--- src/rtl/wshbn_block_bridge_pkg.sv ---
// Shared cache/bridge state types and line-geometry helpers used by wshbn_block_bridge.
// cache_state_t belongs to the cache controller and is not referenced by the bridge.
package wshbn_ports_defs;

  typedef enum logic [1:0] {cache_idle, compare_tag, allocate, write_back} cache_state_t;
  typedef enum logic [1:0] {idle, burst, done} bridge_state_t;

endpackage

package cache_parameters;

  localparam int CACHE_WORD_WIDTH = 32;
  localparam int CACHE_BLOCK_SIZE = 4;
  localparam int BYTES_PER_WORD   = CACHE_WORD_WIDTH / 8;
  localparam int LINE_OFFSET_BITS = $clog2(CACHE_BLOCK_SIZE * BYTES_PER_WORD);

  // These let a parametrised instance derive its own geometry.
  function automatic int bytes_per_word(input int word_width);
    return word_width / 8;
  endfunction

  function automatic int line_offset_bits(input int block_size, input int word_width);
    return $clog2(block_size * (word_width / 8));
  endfunction

endpackage

--- src/rtl/wshbn_block_bridge_watchdog.sv ---
// Per-beat wait counter for wshbn_block_bridge; only instantiated when
// WSHBN_BRIDGE_TIMEOUT_EN is defined.
module wshbn_beat_watchdog #(
  parameter int TIMEOUT_CYCLES = 16
) (
  input  logic clk,
  input  logic rst_n,
  input  logic clear_i,
  input  logic count_i,
  output logic expired_o
);

  localparam int CW = $clog2(TIMEOUT_CYCLES + 1);

  logic [CW-1:0] count_q;
  logic [CW-1:0] count_d;

  always_comb begin
    count_d = count_q;
    if (clear_i) begin
      count_d = '0;
    end else if (count_i) begin
      count_d = count_q + CW'(1);
    end
  end

  always_ff @(posedge clk) begin
    if (!rst_n) begin
      count_q <= '0;
    end else begin
      count_q <= count_d;
    end
  end

  // Fires on the stalled cycle whose edge takes the count to TIMEOUT_CYCLES.
  assign expired_o = count_i && !clear_i && (count_q == CW'(TIMEOUT_CYCLES - 1));

endmodule

--- src/rtl/wshbn_block_bridge.sv ---
// Cache-line to Wishbone classic word-burst bridge with error abort and busy flag.
// Optional per-beat ack watchdog enabled by defining WSHBN_BRIDGE_TIMEOUT_EN.
module wshbn_block_bridge
  import wshbn_ports_defs::*;
  import cache_parameters::*;
#(
  parameter int ADDR_WIDTH     = 32,
  parameter int WORD_WIDTH     = 32,
  parameter int BLOCK_SIZE     = 4,
  parameter int TIMEOUT_CYCLES = 16
) (
  input  logic                            clk,
  input  logic                            rst_n,
  input  logic                            req_cs,
  input  logic                            req_rw,
  input  logic [ADDR_WIDTH-1:0]           req_addr,
  input  logic [BLOCK_SIZE*WORD_WIDTH-1:0] req_data,
  output logic                            resp_ack,
  output logic                            resp_err,
  output logic [BLOCK_SIZE*WORD_WIDTH-1:0] resp_data,
  output logic                            busy,
  output logic                            wb_cyc_o,
  output logic                            wb_stb_o,
  output logic                            wb_we_o,
  output logic [ADDR_WIDTH-1:0]           wb_adr_o,
  output logic [WORD_WIDTH/8-1:0]         wb_sel_o,
  output logic [WORD_WIDTH-1:0]           wb_dat_o,
  input  logic [WORD_WIDTH-1:0]           wb_dat_i,
  input  logic                            wb_ack_i,
  input  logic                            wb_err_i
);

  localparam int WORD_BYTES  = bytes_per_word(WORD_WIDTH);
  localparam int OFFSET_BITS = line_offset_bits(BLOCK_SIZE, WORD_WIDTH);
  localparam int BEAT_W      = $clog2(BLOCK_SIZE);
  localparam int LINE_W      = BLOCK_SIZE * WORD_WIDTH;
  localparam logic [ADDR_WIDTH-1:0] LINE_MASK =
    ~((ADDR_WIDTH'(1) << OFFSET_BITS) - ADDR_WIDTH'(1));
  localparam logic [BEAT_W-1:0] LAST_BEAT = BEAT_W'(BLOCK_SIZE - 1);

  if (BLOCK_SIZE < 2 || (BLOCK_SIZE & (BLOCK_SIZE - 1)) != 0 ||
      (WORD_WIDTH % 8) != 0 || TIMEOUT_CYCLES < 1) begin : g_bad_cfg
    $error("wshbn_block_bridge: unsupported parameter combination");
  end

  bridge_state_t          state_q, state_d;
  logic [BEAT_W-1:0]      beat_q, beat_d;
  logic [ADDR_WIDTH-1:0]  base_q, base_d;
  logic                   rw_q, rw_d;
  logic [LINE_W-1:0]      line_q, line_d;
  logic                   err_q, err_d;
  logic [LINE_W-1:0]      resp_data_q, resp_data_d;
  logic                   timeout_w;
  logic                   abort_w;

`ifdef WSHBN_BRIDGE_TIMEOUT_EN
  wshbn_beat_watchdog #(
    .TIMEOUT_CYCLES(TIMEOUT_CYCLES)
  ) u_watchdog (
    .clk       (clk),
    .rst_n     (rst_n),
    .clear_i   ((state_q != burst) || wb_ack_i),
    .count_i   ((state_q == burst) && !wb_ack_i && !wb_err_i),
    .expired_o (timeout_w)
  );
`else
  assign timeout_w = 1'b0;
`endif

  assign abort_w = wb_err_i || timeout_w;

  always_ff @(posedge clk) begin
    if (!rst_n) begin
      state_q     <= idle;
      beat_q      <= '0;
      base_q      <= '0;
      rw_q        <= 1'b0;
      line_q      <= '0;
      err_q       <= 1'b0;
      resp_data_q <= '0;
    end else begin
      state_q     <= state_d;
      beat_q      <= beat_d;
      base_q      <= base_d;
      rw_q        <= rw_d;
      line_q      <= line_d;
      err_q       <= err_d;
      resp_data_q <= resp_data_d;
    end
  end

  always_comb begin
    state_d     = state_q;
    beat_d      = beat_q;
    base_d      = base_q;
    rw_d        = rw_q;
    line_d      = line_q;
    err_d       = err_q;
    resp_data_d = resp_data_q;
    unique case (state_q)
      idle: begin
        if (req_cs) begin
          state_d = burst;
          beat_d  = '0;
          base_d  = req_addr & LINE_MASK;
          rw_d    = req_rw;
          line_d  = req_data;
          err_d   = 1'b0;
        end
      end
      burst: begin
        // Error takes priority over a simultaneous ack; the beat is not stored.
        if (abort_w) begin
          err_d   = 1'b1;
          state_d = done;
        end else if (wb_ack_i) begin
          if (!rw_q) begin
            resp_data_d[beat_q*WORD_WIDTH +: WORD_WIDTH] = wb_dat_i;
          end
          if (beat_q == LAST_BEAT) begin
            state_d = done;
          end else begin
            beat_d = beat_q + BEAT_W'(1);
          end
        end
      end
      done:    state_d = idle;
      default: state_d = idle;
    endcase
  end

  always_comb begin
    wb_cyc_o = 1'b0;
    wb_stb_o = 1'b0;
    wb_we_o  = 1'b0;
    wb_adr_o = '0;
    wb_sel_o = '0;
    wb_dat_o = '0;
    resp_ack = 1'b0;
    resp_err = 1'b0;
    busy     = 1'b0;
    unique case (state_q)
      burst: begin
        wb_cyc_o = 1'b1;
        wb_stb_o = 1'b1;
        wb_we_o  = rw_q;
        wb_adr_o = base_q + ADDR_WIDTH'(beat_q) * ADDR_WIDTH'(WORD_BYTES);
        wb_sel_o = '1;
        wb_dat_o = line_q[beat_q*WORD_WIDTH +: WORD_WIDTH];
        busy     = 1'b1;
      end
      done: begin
        resp_ack = 1'b1;
        resp_err = err_q;
      end
      default: ;
    endcase
  end

  assign resp_data = resp_data_q;

endmodule

--- config.mk ---
export PLATFORM = sky130hd
export DESIGN_NAME = wshbn_block_bridge
export DESIGN_NICKNAME = d
export VERILOG_FILES = /design/src/rtl/wshbn_block_bridge_pkg.sv /design/src/rtl/wshbn_block_bridge_watchdog.sv /design/src/rtl/wshbn_block_bridge.sv
export SDC_FILE = /design/constraint.sdc
export NUM_CORES = 1
export LEC_CHECK = 0
export BUFFER_PORTS_ARGS = -buffer_cell sky130_fd_sc_hd__buf_2
export CAP_MARGIN = 20
export CORE_ASPECT_RATIO = 0.9
export CORE_MARGIN = 5
export CORE_UTILIZATION = 35
export DETAILED_ROUTE_END_ITERATION = 8
export PLACE_DENSITY = 0.6
export RECOVER_POWER = 25
export SLEW_MARGIN = 15
export SYNTH_ARGS = -nofsm -noshare
export SYNTH_HDL_FRONTEND = slang
export SYNTH_SLANG_ARGS = --single-unit
--- constraint.sdc ---
create_clock -name clk -period 3 [get_ports clk]
set_input_delay 0.3 -clock clk [delete_from_list [all_inputs] [get_ports clk]]
set_output_delay 0.3 -clock clk [all_outputs]
set_load 0.05 [all_outputs]
==> summary.txt <==
GRT
  • GRT Overall Usage: 18.5%
  • Gr ovfl total: 0
  • Vias in the first global route: ~11000
  • Wire length of the first global-routing pass: 59.5 mm
  • Initial antenna violation count: 7
  • Pin count of the biggest net entering global routing: 159

Route
  • Wire length on met1: 16.2 mm
  • Starting DRT DRC Count: between 600 and 700
  • Vias per cell: 4.84
  • Vias: around 11000
  • DR DRC count: 0
  • Met2 WL: 17.7 mm
  • DRT Wirelength: 38.2 mm
  • Antenna-violating nets left: 0
  • Top routing layer used: met5
  • Met3 Wirelength: 3.15 mm
  • Pre-antenna DRT Iters: 5
  • Routed len/inst: 17.0 um

Timing
  • Post-route worst setup slack: roughly 500 ps
  • Rel. slew slack: 51.0%
  • Tmin final: 2500 ps
  • Worst Tran Pin Value: 736 ps
  • Setup Skew: approximately 14 ps
  • Setup tns final: 0 ps
  • Fmax: 400 MHz
  • Setup violators final: 0
  • Hold_ws: ~25 ps
  • RSZ-0062 raised after global routing: false
  • Period Utilization, post-route: 83.4%
  • Final Slew Violations: 0
  • Endpoints failing hold: 0

Clocking
  • CTS root buf: clkbuf_16
  • Clock latency on the worst-skew pair: 520 ps
  • Post-CTS Resized: 0
  • Sink Count: 290
  • CTS Buf Count: 34
  • Reg clk slew, reported paths: 60 ps
  • CTS tree: done
  • Max Buffers Root-to-Sink: 3
  • Max H-tree Level: 2

Critical path
  • Critical path class: reg -> out
  • Crit-path cells: buf_4 > mux4_2 > and2_1 > buf_2
  • Crit. End Element: primary output
  • Critical path launch point: beat_q[1]
  • Critical R2R Launch: beat_q[1]
  • Max stage delay on crit path: around 520 ps
  • Reg2Reg Depth: 5
  • Worst Path Arrival: between 2000 and 2500 ps
  • Startpoint class of the critical path: flop
  • CP Max Fanout: 38
  • Slowest stage cell, crit path: buf_4
  • Data required, critical path: 2700 ps

Min path
  • Hold Crit Class: in -> reg
  • HP Start: req_data[7]
  • Hold path cells: 3

Yosys
  • Mapped Cells: 1416
  • Cell variety after synth: 35
  • Synth Area per Inst: 8.75 um2
  • Synth warn: 0
  • Largest cells by area after synthesis: dfxtp_1 47%, nand2_1 13%, mux2i_1 10%
  • Mapped cell area: 12400 um2
  • Synth area leader: dfxtp_1
  • Post-synthesis sequential area ratio: 46.9%
  • Seq cells post-synth: 290
  • Share of the synthesized area in the top cell type: 46.9%

Pwr
  • Worst vdd ir: 0.000706 V
  • Pwr Density: approximately 580 nW/um2
  • Leak: 5.99 nW

Finish
  • Layout area overhead: 26.2%
  • Final nets: 1957
  • Share of cells above drive strength 1: between 20% and 30%

Floorplanning
  • Std-Cell Rows: 65
  • Ports: 400
  • Die ar.: around 40000 um2
  • Die Y: 188 um
  • Die Wd: 208 um
  • Core Area: 35100 um2
  • Starting Density: 35.3%

Placement
  • GPL Wtd Cong: 0.798
  • Dpl hpwl: 25.5 mm
  • Pre-CTS WS: between 800 and 900 ps
  • Number of port buffers: 393

Run status
  • Status: finished clean

Flow run
  • Max-Cap Viols: 0
-- where the power goes --
part	internal [mW]	switching (mW)	leakage (nW)
Combinational	0.323	0.590	3.09
Clock	2.38	1.65	0.537
Sequential	4.00	0.0692	2.36
-- placed cells by master (no fill, tap or decap), types with 2 or more instances in the layout --
master	n
clkinv_2	2
and4_2	4
clkbuf_1	130
buf_2	270
a21oi_1	159
conb_1	2
inv_1	4
clkbuf_16	35
nor3b_4	2
nor2_1	4
mux4_2	32
ha_1	6
clkbuf_8	9
nand3_1	128
nand2_1	444
dfxtp_1	288
mux2i_1	128
buf_12	8
and2_1	64
dlygate4sd3_1	20
diode_2	2
nor4b_4	2
buf_4	12
clkinv_8	2
-- path summary, 6_finish.rpt --
check	to	slack, ps
setup / recovery	wb_dat_o[26]	500
hold / removal	line_q[7]	30
setup reg to reg	resp_data[102]	850
hold reg to reg	base_q[26]	450
-- synth_stat cells (all sizes together) --
cell     instances
and3             1
inv              5
mux2i          128
a41oi            1
nand3          128
nand2b           1
clkbuf          56
a21oi          159
and2            64
and4bb           1
or3b             1
nor4b            2
mux4            32
and4             4
nand2          444
nor3b            2
nor2             4
a31oi            1
a22oi            1
ha               6
conb             1
o31ai            1
nor2b            2
and2b            1
nand4bb          1
o211ai           1
dfxtp          290
or3              1
buf             77
-- flip-flops by register name (all words and copies together), names as in the netlist --
name,flops
base_q,28
beat_q,2
err_q,1
line_q,128
resp_data,128
rw_q,1
state_q,2
-- routing by layer --
layer / vias up / track usage, %
met3: 73 / 5.79
met2: 340 / 30.1
met5: - / 0
li1: 5389 / -
met1: 5072 / 23.5
met4: 10 / 5.63
-- through the flow --
stage,utilization (%),instance area (um2),power (mW),instances
global placement,41.3,14500,5.04,2166
global route,44.6,15600,9.41,2247
finish,44.6,15600,9.01,2247
CTS,45.0,15800,9.14,2245
detailed placement,41.3,14500,5.05,2166
floorplan,-,12400,4.75,1417
-- cell families after synthesis --
| logic type | share of synthesized area (%) |
|---|---|
| muxes | 16.2 |
| adders and majority gates | 0.606 |
| and+or+nand+nor | 23.5 |
| AOI/OAI and AO/OA | 6.73 |
| DFF | 46.9 |
| other | 0.0303 |
| buffers and inverters | 6.15 |
-- cell type report --
class                   instances  area [um2]
repair buffers                433        2270
diodes                          2        5.00
flip-flops and latches        290        5810
fillers                      3524       19400
clock inverters                 7        70.1
clock buffers                  52        1030
inverters                       5        21.3
multi-input cells             989        5850
well taps                     469         587
-- worst max-delay path: cells and delay by family, from the launching register on --
kind / cells / cell delay (ps)
buffers and inverters: 2 / 740
multiplexers: 1 / 400
flip-flops: 1 / 320
AND/OR/NAND/NOR: 1 / 190
-- repair_timing --
| item | 4_1_cts | 5_1_grt |
|---|---|---|
| hold buffers | 20 | 0 |
| setup buffers | 0 | 0 |
| hold endpoints to repair | 20 | 0 |
(Power assumes the default switching activity.)
